--- config.mk ---
export PLATFORM = sky130hd
export DESIGN_NAME = tx_packet_framer
export DESIGN_NICKNAME = d
export VERILOG_FILES = /design/src/rtl/usb_pkg.sv /design/src/rtl/usb_crc16_byte.sv /design/src/rtl/tx_packet_framer.sv
export SDC_FILE = /design/constraint.sdc
export NUM_CORES = 1
export LEC_CHECK = 0
export BUFFER_PORTS_ARGS = -buffer_cell sky130_fd_sc_hd__buf_2
export CAP_MARGIN = 40
export CELL_PAD_IN_SITES_DETAIL_PLACEMENT = 2
export CELL_PAD_IN_SITES_GLOBAL_PLACEMENT = 2
export CORE_MARGIN = 5
export CORE_UTILIZATION = 31
export CTS_CLUSTER_SIZE = 25
export DETAILED_ROUTE_END_ITERATION = 8
export GPL_ROUTABILITY_DRIVEN = 0
export PLACE_DENSITY = 0.73
export SLEW_MARGIN = 20
export SYNTH_ARGS = -nofsm -noshare
export SYNTH_HDL_FRONTEND = slang
export SYNTH_SLANG_ARGS = --single-unit
--- constraint.sdc ---
create_clock -name clk -period 3.7 [get_ports clk]
set_input_delay 0.555 -clock clk [delete_from_list [all_inputs] [get_ports clk]]
set_output_delay 0.555 -clock clk [all_outputs]
set_load 0.005 [all_outputs]
--- src/rtl/usb_pkg.sv ---
// rtl/usb_pkg.sv - USB TX framer shared types, PID/SYNC bytes and CRC16 constants
package usb_pkg;

  typedef enum logic [2:0] {
    TX_NONE  = 3'd0,
    TX_DATA0 = 3'd1,
    TX_DATA1 = 3'd2,
    TX_ACK   = 3'd3,
    TX_NAK   = 3'd4,
    TX_STALL = 3'd5
  } tx_packet_t;

  typedef enum logic [3:0] {
    ST_IDLE,
    ST_SYNC,
    ST_PID,
    ST_FETCH,
    ST_WAIT,
    ST_DATA,
    ST_CRC_LO,
    ST_CRC_HI,
    ST_DONE
  } tx_state_t;

  localparam logic [7:0]  SYNC_BYTE  = 8'h80;
  localparam logic [7:0]  PID_DATA0  = 8'hC3;
  localparam logic [7:0]  PID_DATA1  = 8'h4B;
  localparam logic [7:0]  PID_ACK    = 8'hD2;
  localparam logic [7:0]  PID_NAK    = 8'h5A;
  localparam logic [7:0]  PID_STALL  = 8'h1E;
  localparam logic [15:0] CRC16_POLY = 16'hA001;
  localparam logic [15:0] CRC16_INIT = 16'hFFFF;

  function automatic logic [7:0] pid_byte(input tx_packet_t p);
    case (p)
      TX_DATA0: return PID_DATA0;
      TX_DATA1: return PID_DATA1;
      TX_ACK:   return PID_ACK;
      TX_NAK:   return PID_NAK;
      TX_STALL: return PID_STALL;
      default:  return 8'h00;
    endcase
  endfunction

  function automatic logic is_data(input tx_packet_t p);
    return (p == TX_DATA0) || (p == TX_DATA1);
  endfunction

endpackage

--- src/rtl/usb_crc16_byte.sv ---
// rtl/usb_crc16_byte.sv - combinational CRC16-USB next value for one byte, LSB first
module usb_crc16_byte
  import usb_pkg::*;
(
  input  logic [15:0] crc_i,
  input  logic [7:0]  data_i,
  output logic [15:0] crc_o
);

  logic [15:0] acc;

  always_comb begin
    acc = crc_i ^ {8'h00, data_i};
    for (int i = 0; i < 8; i++) begin
      acc = acc[0] ? ((acc >> 1) ^ CRC16_POLY) : (acc >> 1);
    end
    crc_o = acc;
  end

endmodule

--- src/rtl/tx_packet_framer.sv ---
// rtl/tx_packet_framer.sv - USB FS byte framer: SYNC, PID, payload, CRC16 to serializer
// Optional packet counter output enabled by defining TX_FRAMER_STATS_EN.
module tx_packet_framer
  import usb_pkg::*;
#(
  parameter int MAX_PAYLOAD = 64
) (
  input  logic        clk,
  input  logic        n_rst,
  input  logic [2:0]  tx_packet,
  input  logic [6:0]  buffer_occupancy,
  input  logic [7:0]  tx_packet_data,
  output logic        get_tx_packet_data,
  output logic [7:0]  byte_out,
  output logic        byte_valid,
  input  logic        byte_ready,
  output logic        byte_last,
  output logic        tx_transfer_active,
  output logic        tx_done,
  output logic        tx_error
`ifdef TX_FRAMER_STATS_EN
  ,
  output logic [15:0] tx_pkt_count
`endif
);

  localparam logic [6:0] MAX_OCC = 7'(MAX_PAYLOAD);

  tx_state_t   state_q;
  tx_packet_t  cmd_q;
  logic [6:0]  count_q;
  logic [15:0] crc_q;
  logic [15:0] crc_d;
  logic [7:0]  byte_out_q;
  logic        valid_q;
  logic        last_q;
  logic        get_q;
  logic        active_q;
  logic        done_q;
  logic        error_q;
  logic        xfer;
  tx_packet_t  cmd_in;
`ifdef TX_FRAMER_STATS_EN
  logic [15:0] pkt_count_q;
  assign tx_pkt_count = pkt_count_q;
`endif

  assign xfer   = valid_q & byte_ready;
  assign cmd_in = tx_packet_t'(tx_packet);

  usb_crc16_byte u_crc (
    .crc_i  (crc_q),
    .data_i (byte_out_q),
    .crc_o  (crc_d)
  );

  always_ff @(posedge clk or negedge n_rst) begin
    if (!n_rst) begin
      state_q    <= ST_IDLE;
      cmd_q      <= TX_NONE;
      count_q    <= '0;
      crc_q      <= CRC16_INIT;
      byte_out_q <= '0;
      valid_q    <= 1'b0;
      last_q     <= 1'b0;
      get_q      <= 1'b0;
      active_q   <= 1'b0;
      done_q     <= 1'b0;
      error_q    <= 1'b0;
`ifdef TX_FRAMER_STATS_EN
      pkt_count_q <= '0;
`endif
    end else begin
      done_q  <= 1'b0;
      error_q <= 1'b0;
      get_q   <= 1'b0;
      case (state_q)
        ST_IDLE: begin
          if (tx_packet != 3'd0) begin
            cmd_q   <= cmd_in;
            count_q <= buffer_occupancy;
            if (tx_packet > 3'd5 || (is_data(cmd_in) && buffer_occupancy > MAX_OCC)) begin
              error_q <= 1'b1;
            end else begin
              state_q    <= ST_SYNC;
              byte_out_q <= SYNC_BYTE;
              valid_q    <= 1'b1;
              active_q   <= 1'b1;
            end
          end
        end
        ST_SYNC: begin
          if (xfer) begin
            state_q    <= ST_PID;
            byte_out_q <= pid_byte(cmd_q);
            last_q     <= !is_data(cmd_q);
          end
        end
        ST_PID: begin
          if (xfer) begin
            if (!is_data(cmd_q)) begin
              state_q    <= ST_DONE;
              byte_out_q <= '0;
              valid_q    <= 1'b0;
              last_q     <= 1'b0;
              active_q   <= 1'b0;
              done_q     <= 1'b1;
            end else if (count_q == 7'd0) begin
              state_q    <= ST_CRC_LO;
              byte_out_q <= ~crc_q[7:0];
            end else begin
              state_q <= ST_FETCH;
              valid_q <= 1'b0;
              get_q   <= 1'b1;
            end
          end
        end
        ST_FETCH: state_q <= ST_WAIT;
        // data_buffer presents the popped byte during this cycle
        ST_WAIT: begin
          state_q    <= ST_DATA;
          byte_out_q <= tx_packet_data;
          valid_q    <= 1'b1;
        end
        ST_DATA: begin
          if (xfer) begin
            crc_q   <= crc_d;
            count_q <= count_q - 7'd1;
            if (count_q == 7'd1) begin
              state_q    <= ST_CRC_LO;
              byte_out_q <= ~crc_d[7:0];
            end else begin
              state_q <= ST_FETCH;
              valid_q <= 1'b0;
              get_q   <= 1'b1;
            end
          end
        end
        ST_CRC_LO: begin
          if (xfer) begin
            state_q    <= ST_CRC_HI;
            byte_out_q <= ~crc_q[15:8];
            last_q     <= 1'b1;
          end
        end
        ST_CRC_HI: begin
          if (xfer) begin
            state_q    <= ST_DONE;
            byte_out_q <= '0;
            valid_q    <= 1'b0;
            last_q     <= 1'b0;
            active_q   <= 1'b0;
            done_q     <= 1'b1;
          end
        end
        ST_DONE: begin
          state_q <= ST_IDLE;
          crc_q   <= CRC16_INIT;
`ifdef TX_FRAMER_STATS_EN
          pkt_count_q <= pkt_count_q + 16'd1;
`endif
        end
        default: state_q <= ST_IDLE;
      endcase
    end
  end

  assign get_tx_packet_data = get_q;
  assign byte_out           = byte_out_q;
  assign byte_valid         = valid_q;
  assign byte_last          = last_q;
  assign tx_transfer_active = active_q;
  assign tx_done            = done_q;
  assign tx_error           = error_q;

endmodule

==> results of run 1 <==
==> metal layers <==
metal | vias up | track usage | share of wire
met3 | 10 | 0.0290 | 0.022
met1 | 1306 | 0.220 | 0.47
li1 | 1175 | - | -
met4 | 0 | 0.0420 | 0.016
met5 | - | 0 | 0
met2 | 31 | 0.280 | 0.49
==> layout by cell type (no fill, tap or decap), types with 3 or more instances in the layout <==
master | Yosys | layout
a211oi_1 | 6 | 6
a21o_1 | 3 | 3
a21oi_1 | 29 | 29
a22oi_1 | 3 | 3
buf_2 | 3 | 34
buf_4 | 0 | 7
clkbuf_8 | 0 | 5
dfrtp_1 | 28 | 28
dfstp_2 | 16 | 16
ha_1 | 4 | 4
inv_1 | 12 | 12
mux2_2 | 8 | 8
mux2i_1 | 5 | 5
nand2_1 | 18 | 18
nand2b_1 | 5 | 5
nand3_1 | 5 | 5
nor2_1 | 30 | 30
nor2b_1 | 5 | 5
nor3_1 | 9 | 9
o211ai_1 | 4 | 4
o21ai_0 | 23 | 23
o22a_1 | 6 | 6
o2bb2ai_1 | 4 | 4
xnor2_1 | 19 | 19
==> sequential cells by signal, summed over array words and instances (netlist names) <==
| signal | count |
|---|---|
| byte_last | 1 |
| byte_out | 8 |
| byte_valid | 1 |
| cmd_q | 3 |
| count_q | 7 |
| crc_q | 16 |
| get_tx_packet_data | 1 |
| state_q | 4 |
| tx_done | 1 |
| tx_error | 1 |
| tx_transfer_active | 1 |
==> layout make-up <==
type | count | area (um2)
clock inverter | 3 | 42.5
inverter | 12 | 45.0
sequential | 44 | 1120
multi-input combinational | 233 | 1570
clock buffer | 5 | 68.8
fill | 999 | 5560
timing repair buffer | 41 | 223
tap | 108 | 135
==> critical path: stages (launching register included) <==
cell	delay, ps
dfrtp_1	840
nand4bb_1	210
buf_4	250
nor2_1	630
nor2_1	340
a211oi_1	300
a21oi_1	60
==> metrics by stage <==
step,utilization,total power [uW],area (um2),cells
6_report,0.366,3610,3210,446
5_1_grt,0.366,3890,3210,446
4_1_cts,0.366,3650,3210,446
3_3_place_gp,0.353,3150,3090,438
2_1_floorplan,-,2600,2790,303
3_5_place_dp,0.353,3220,3090,438
==> worst max path at each step <==
stage / start / to / slack (ps)
after global placement: buffer_occupancy[5] / byte_out[5]$_DFFE_PN0P_ / 880
after detailed placement: buffer_occupancy[5] / byte_out[4]$_DFFE_PN0P_ / 910
after global routing: state_q[0]$_DFFE_PN0P_ / count_q[1]$_DFFE_PN0P_ / 690
after floorplan: buffer_occupancy[5] / byte_out[1]$_DFFE_PN0P_ / 1370
final: state_q[0]$_DFFE_PN0P_ / count_q[1]$_DFFE_PN0P_ / 920
after CTS: state_q[0]$_DFFE_PN0P_ / count_q[1]$_DFFE_PN0P_ / 870
==> logic make-up (layout without fill, tap and decap cells) <==
family / count (synthesis) / count (layout) / synth area share
xor+xnor: 23 / 23 / 0.0824
buf+inv: 26 / 61 / 0.0363
flops: 44 / 44 / 0.401
compound gates: 101 / 101 / 0.240
mux: 13 / 13 / 0.0502
fa+ha+maj: 4 / 4 / 0.0179
simple gates: 92 / 92 / 0.172
==> power by group through the flow <==
stage / registers [uW] / clock network [uW] / logic [uW]
floorplan: 927 / 0 / 1680
global placement: 1000 / 0 / 2150
detailed placement: 1020 / 0 / 2200
CTS: 1020 / 398 / 2230
global route: 1060 / 415 / 2410
finish: 1020 / 387 / 2210
==> flow_summary.yaml, run 1 <==
pwr:
  combPwrFrac: 0.611
  p_sw_uw: 1650
  internal_power_uw: 1960
  clockPowerShare: 0.107
  powerDensity_mw_per_mm2: 1130
  switching_share: 0.457
  vdd_drop_max_mv: 0.698
  p_leak_uw: 0.00133
  pwr-share-seq: 0.282
worst_setup_path:
  reg2reg_from: "state_q[0]$_DFFE_PN0P_"
  cp-end-kind: "flop"
  ff2ff_setup_slack_ps: 920
  r2r_cells: 6
  crit_required_ps: 3860
  worstSetupStartpointType: "flop"
  cp_max_fo: 24
  worst-setup-path-type: "reg2reg"
  r2r-end: "count_q[1]$_DFFE_PN0P_"
  critPathArrivalTime_ps: 2950
die:
  core_mm2: 0.00876
  die_x_um: 105
  dieArea_mm2: 0.0110
  initial_utilization: 0.319
  num_rows: 34
  pin_count: 35
  fp.dieH_um: 105
synthesis:
  ys_seq_elements: 44
  synth_ff_type: "dfrtp_1"
  synth_top_area_cell: "dfrtp_1"
  yosysMostFrequentCell: "nor2_1"
  synth_area_leaders: "dfrtp_1 (25%), dfstp_2 (15%), xnor2_1 (6.0%)"
  synth_seq_area_share: 0.401
  syn-instance-count: 303
  syn-cell-area_mm2: 0.00279
  syn_avg_cell_area_um2: 9.22
  yosysUniqueCellTypes: 60
  synthArstFlopShare: 1.00
  netlist.area_leader.share: 0.251
  synth_common_cells: "nor2_1 (30), a21oi_1 (29), dfrtp_1 (28)"
  synth_edf_count: 0
  syn_nets: 328
  synth_warnings: 0
clock_tree:
  cts_max_level: 2
  clk_pin_slew_ps: 90
  insertion_delay_ps: 310
  holdBufCountCts: 0
  cts-resized-gates: 0
  clock_tree.root_cell: "clkbuf_8"
  numCtsBuffers: 5
  cts_setup_buffers: 0
  clk_path_buf_depth: 2
  cts_tree: "built"
  clock_sinks: 44
timing:
  drv_slew: 0
  clock_skew_ps: 10.1
  setup_ws_ps: 919
  period_share: 0.752
  final.setup.tns_ps: 0
  tightest_slew_ps: 811
  rsz0062_at_grt: "false"
  fmax_mhz: 360
  hold_slack_ps: 178
  setup_viol: 0
  period_minus_slack_ps: 2780
  max-slew-margin-rel: 0.457
  hold_viol: 0
final_layout:
  antenna_cells: 0
  area_delta_synth_final_pct: 14.8
  final_layout_size_suffix_gt1_frac: 0.243
  final_nets: 362
global_route:
  grt_pass1_vias: 2716
  grt_pass1_wl_um: 14800
  grt_usage: 0.166
  antenna_found_initial: 0
  overflow: 0
  grt_max_degree: 27
route:
  wl_per_cell_um: 20.6
  wl_um: 9180
  drt-initial-drc-count: 120
  ant_nets: 0
  num_vias: 2522
  firstDrtPassIters: 4
  avgViaCountPerCell: 5.65
  route.detailed.drc: 0
placed_design:
  dp_slack_ps: 914
  io_buffers: 34
  dp_hpwl_um: 6710
run:
  cap_violations: 0
outcome:
  status: "finished, final reports clean"
worst_hold_path:
  worstHoldPathType: "in2async"
Note: power is estimated with default switching activity, not from simulation.
==> inputs of run 2 (changes only) <==
--- a/config.mk
+++ b/config.mk
@@ -5,6 +5,7 @@
 export SDC_FILE = /design/constraint.sdc
 export NUM_CORES = 1
 export LEC_CHECK = 0
+export ABC_AREA = 1
 export BUFFER_PORTS_ARGS = -buffer_cell sky130_fd_sc_hd__buf_2
 export CAP_MARGIN = 40
 export CELL_PAD_IN_SITES_DETAIL_PLACEMENT = 2
@@ -14,7 +15,7 @@
 export CTS_CLUSTER_SIZE = 25
 export DETAILED_ROUTE_END_ITERATION = 8
 export GPL_ROUTABILITY_DRIVEN = 0
-export PLACE_DENSITY = 0.73
+export PLACE_DENSITY = 0.8
 export SLEW_MARGIN = 20
 export SYNTH_ARGS = -nofsm -noshare
 export SYNTH_HDL_FRONTEND = slang
==> constraint.sdc (replaced) <==
create_clock -name clk -period 2.4 [get_ports clk]
set_input_delay 0.36 -clock clk [delete_from_list [all_inputs] [get_ports clk]]
set_output_delay 0.36 -clock clk [all_outputs]
set_load 0.005 [all_outputs]
==> run 2 against run 1 <==
Clock-buffer cell count up 2. Register-to-register slack worse by 700 ps. Final cell count up 20%. Worst hold slack worse by 43 ps. Power up 35%. Sequential cell count unchanged. Combinational power up 36%. Final area up 2.9%. Largest cell class unchanged. Highest routed layer unchanged.
==> flow_summary.yaml, run 2 <==
route:
  num_vias: 2722
  route.detailed.drc: 0
  firstDrtPassIters: 4
  wl_per_cell_um: 17.7
  wl_um: 9460
  ant_nets: 0
  drt-initial-drc-count: 58
  avgViaCountPerCell: 5.10
clock_tree:
  cts_setup_buffers: 0
  cts-resized-gates: 0
  cts_max_level: 2
  numCtsBuffers: 5
  clk_pin_slew_ps: 90
  clock_sinks: 44
  holdBufCountCts: 0
  cts_tree: "built"
  insertion_delay_ps: 300
  clk_path_buf_depth: 2
  clock_tree.root_cell: "clkbuf_8"
timing:
  period_minus_slack_ps: 2180
  hold_viol: 0
  setup_ws_ps: 222
  tightest_slew_ps: 600
  final.setup.tns_ps: 0
  setup_viol: 0
  period_share: 0.907
  drv_slew: 0
  fmax_mhz: 459
  rsz0062_at_grt: "false"
  max-slew-margin-rel: 0.600
  clock_skew_ps: 10.1
global_route:
  top_usage_layer: "met2"
  grt_pass1_vias: 3064
  met2_usage: 0.322
  overflow: 0
  grt_max_degree: 45
  antenna_found_initial: 0
  use_met3: 0.0253
  use_met1: 0.215
  grt_usage: 0.173
  grt_pass1_wl_um: 15600
synthesis:
  yosysUniqueCellTypes: 45
  synth_warnings: 0
  synth_seq_area_share: 0.386
  netlist.area_leader.share: 0.241
  synthArstFlopShare: 1.00
  syn_nets: 406
  synth_edf_count: 0
  syn-instance-count: 381
  synth_area_leaders: "dfrtp_1 (24%), dfstp_2 (14%), nand2_1 (11%)"
  synth_common_cells: "nand2_1 (85), inv_1 (41), nor2_1 (30)"
  synth_ff_type: "dfrtp_1"
  ys_seq_elements: 44
  syn-cell-area_mm2: 0.00290
  yosysMostFrequentCell: "nand2_1"
  syn_avg_cell_area_um2: 7.62
  synth_top_area_cell: "dfrtp_1"
pwr:
  internal_power_uw: 2320
  switching_share: 0.524
  powerDensity_mw_per_mm2: 1480
  pwr-share-seq: 0.286
  combPwrFrac: 0.617
  p_sw_uw: 2560
  vdd_drop_max_mv: 0.499
  clockPowerShare: 0.096
  p_leak_uw: 0.00161
final_layout:
  fillers: 1104
  multiInputGateArea_mm2: 0.00149
  final_layout_size_suffix_gt1_frac: 0.277
  final_common_cell: "nand2_1"
  layout_common_cells: "nand2_1 (85), inv_1 (41), buf_2 (34)"
  antenna_cells: 0
  final_nets: 447
  seqCellArea_mm2: 0.00112
  largest_reg_flops: 16
  top_register: "crc_q"
  area_delta_synth_final_pct: 13.7
placed_design:
  dp_hpwl_um: 7530
  io_buffers: 34
  dp_slack_ps: 197
die:
  die_x_um: 107
  dieArea_mm2: 0.0114
  initial_utilization: 0.316
  num_rows: 35
  fp.dieH_um: 107
  core_mm2: 0.00920
  pin_count: 35
run:
  cap_violations: 0
worst_setup_path:
  crit_required_ps: 2630
  worstSetupStartpointType: "flop"
  cp_max_fo: 11
  worst-setup-path-type: "reg2reg"
  cp-end-kind: "flop"
  critPathArrivalTime_ps: 2410
worst_hold_path:
  worstHoldPathType: "in2async"
outcome:
  status: "finished, final reports clean"
[run 2: final cells by class]
class | instances | share of cell area
multi-input cells | 265 | 0.453
flip-flops and latches | 44 | 0.340
inverters | 66 | 0.0751
repair buffers | 40 | 0.0653
well taps | 111 | 0.0421
clock buffers | 7 | 0.0231
clock inverters | 1 | 0.00152
[run 2: cells by family after synthesis]
family | count (synthesis) | share of synthesized area
AO/OA/AOI/OAI | 80 | 0.171
XOR/XNOR | 10 | 0.0302
adder cells (fa/ha/maj) | 4 | 0.0172
buffers and inverters | 72 | 0.0987
flip-flops | 44 | 0.386
AND/OR/NAND/NOR | 171 | 0.296
[run 2: power by group through the flow]
stage          sequential, uW  combinational [uW]  clock [uW]
6_report                 1400                3010         470
3_5_place_dp             1410                3050           0
4_1_cts                  1400                3080         486
3_3_place_gp             1380                2900           0
5_1_grt                  1450                3400         520
2_1_floorplan            1330                2260           0
[run 2: metal layers]
layer	up-vias	wire, um
li1	1327	-
met1	1348	4210
met2	40	4950
met3	7	212
met4	0	74
met5	-	0
[run 2: critical path, stage by stage, from the launching register on]
cell and delay [ps]:
dfrtp_1 400, inv_1 110, ha_1 190, inv_1 50, nor2_1 210, inv_1 130
nor3_2 250, nor2_4 90, nor2_2 130, nand2_4 90, inv_2 200, o21ai_0 150
o21ai_1 90
[run 2: path summary, 6_finish.rpt]
check                                                    start                             end  slack, ps  cells past startpoint
min in group clk                                  tx_packet[0]            cmd_q[0]$_DFFE_PN0P_        360                      3
worst min-delay path                                     n_rst          count_q[1]$_DFFE_PN0P_        130                      2
worst max-delay path                    count_q[0]$_DFFE_PN0P_         byte_out[3]$_DFFE_PN0P_        220                     12
worst max register to register          count_q[0]$_DFFE_PN0P_         byte_out[3]$_DFFE_PN0P_        220                     12
worst min register to register  tx_transfer_active$_DFFE_PN0P_  tx_transfer_active$_DFFE_PN0P_        500                      2
max in group asynchronous                                n_rst         byte_out[1]$_DFFE_PN0P_       1850                      2
[run 2: metrics by stage]
step,util,power (uW),instance area [um2],std cells,hold slack [ps]
floorplan,-,3590,2900,381,64.4
global placement,0.350,4290,3220,526,464
detailed placement,0.350,4460,3220,526,483
CTS,0.359,4970,3300,534,163
global route,0.359,5370,3300,534,179
finish,0.359,4880,3300,534,135
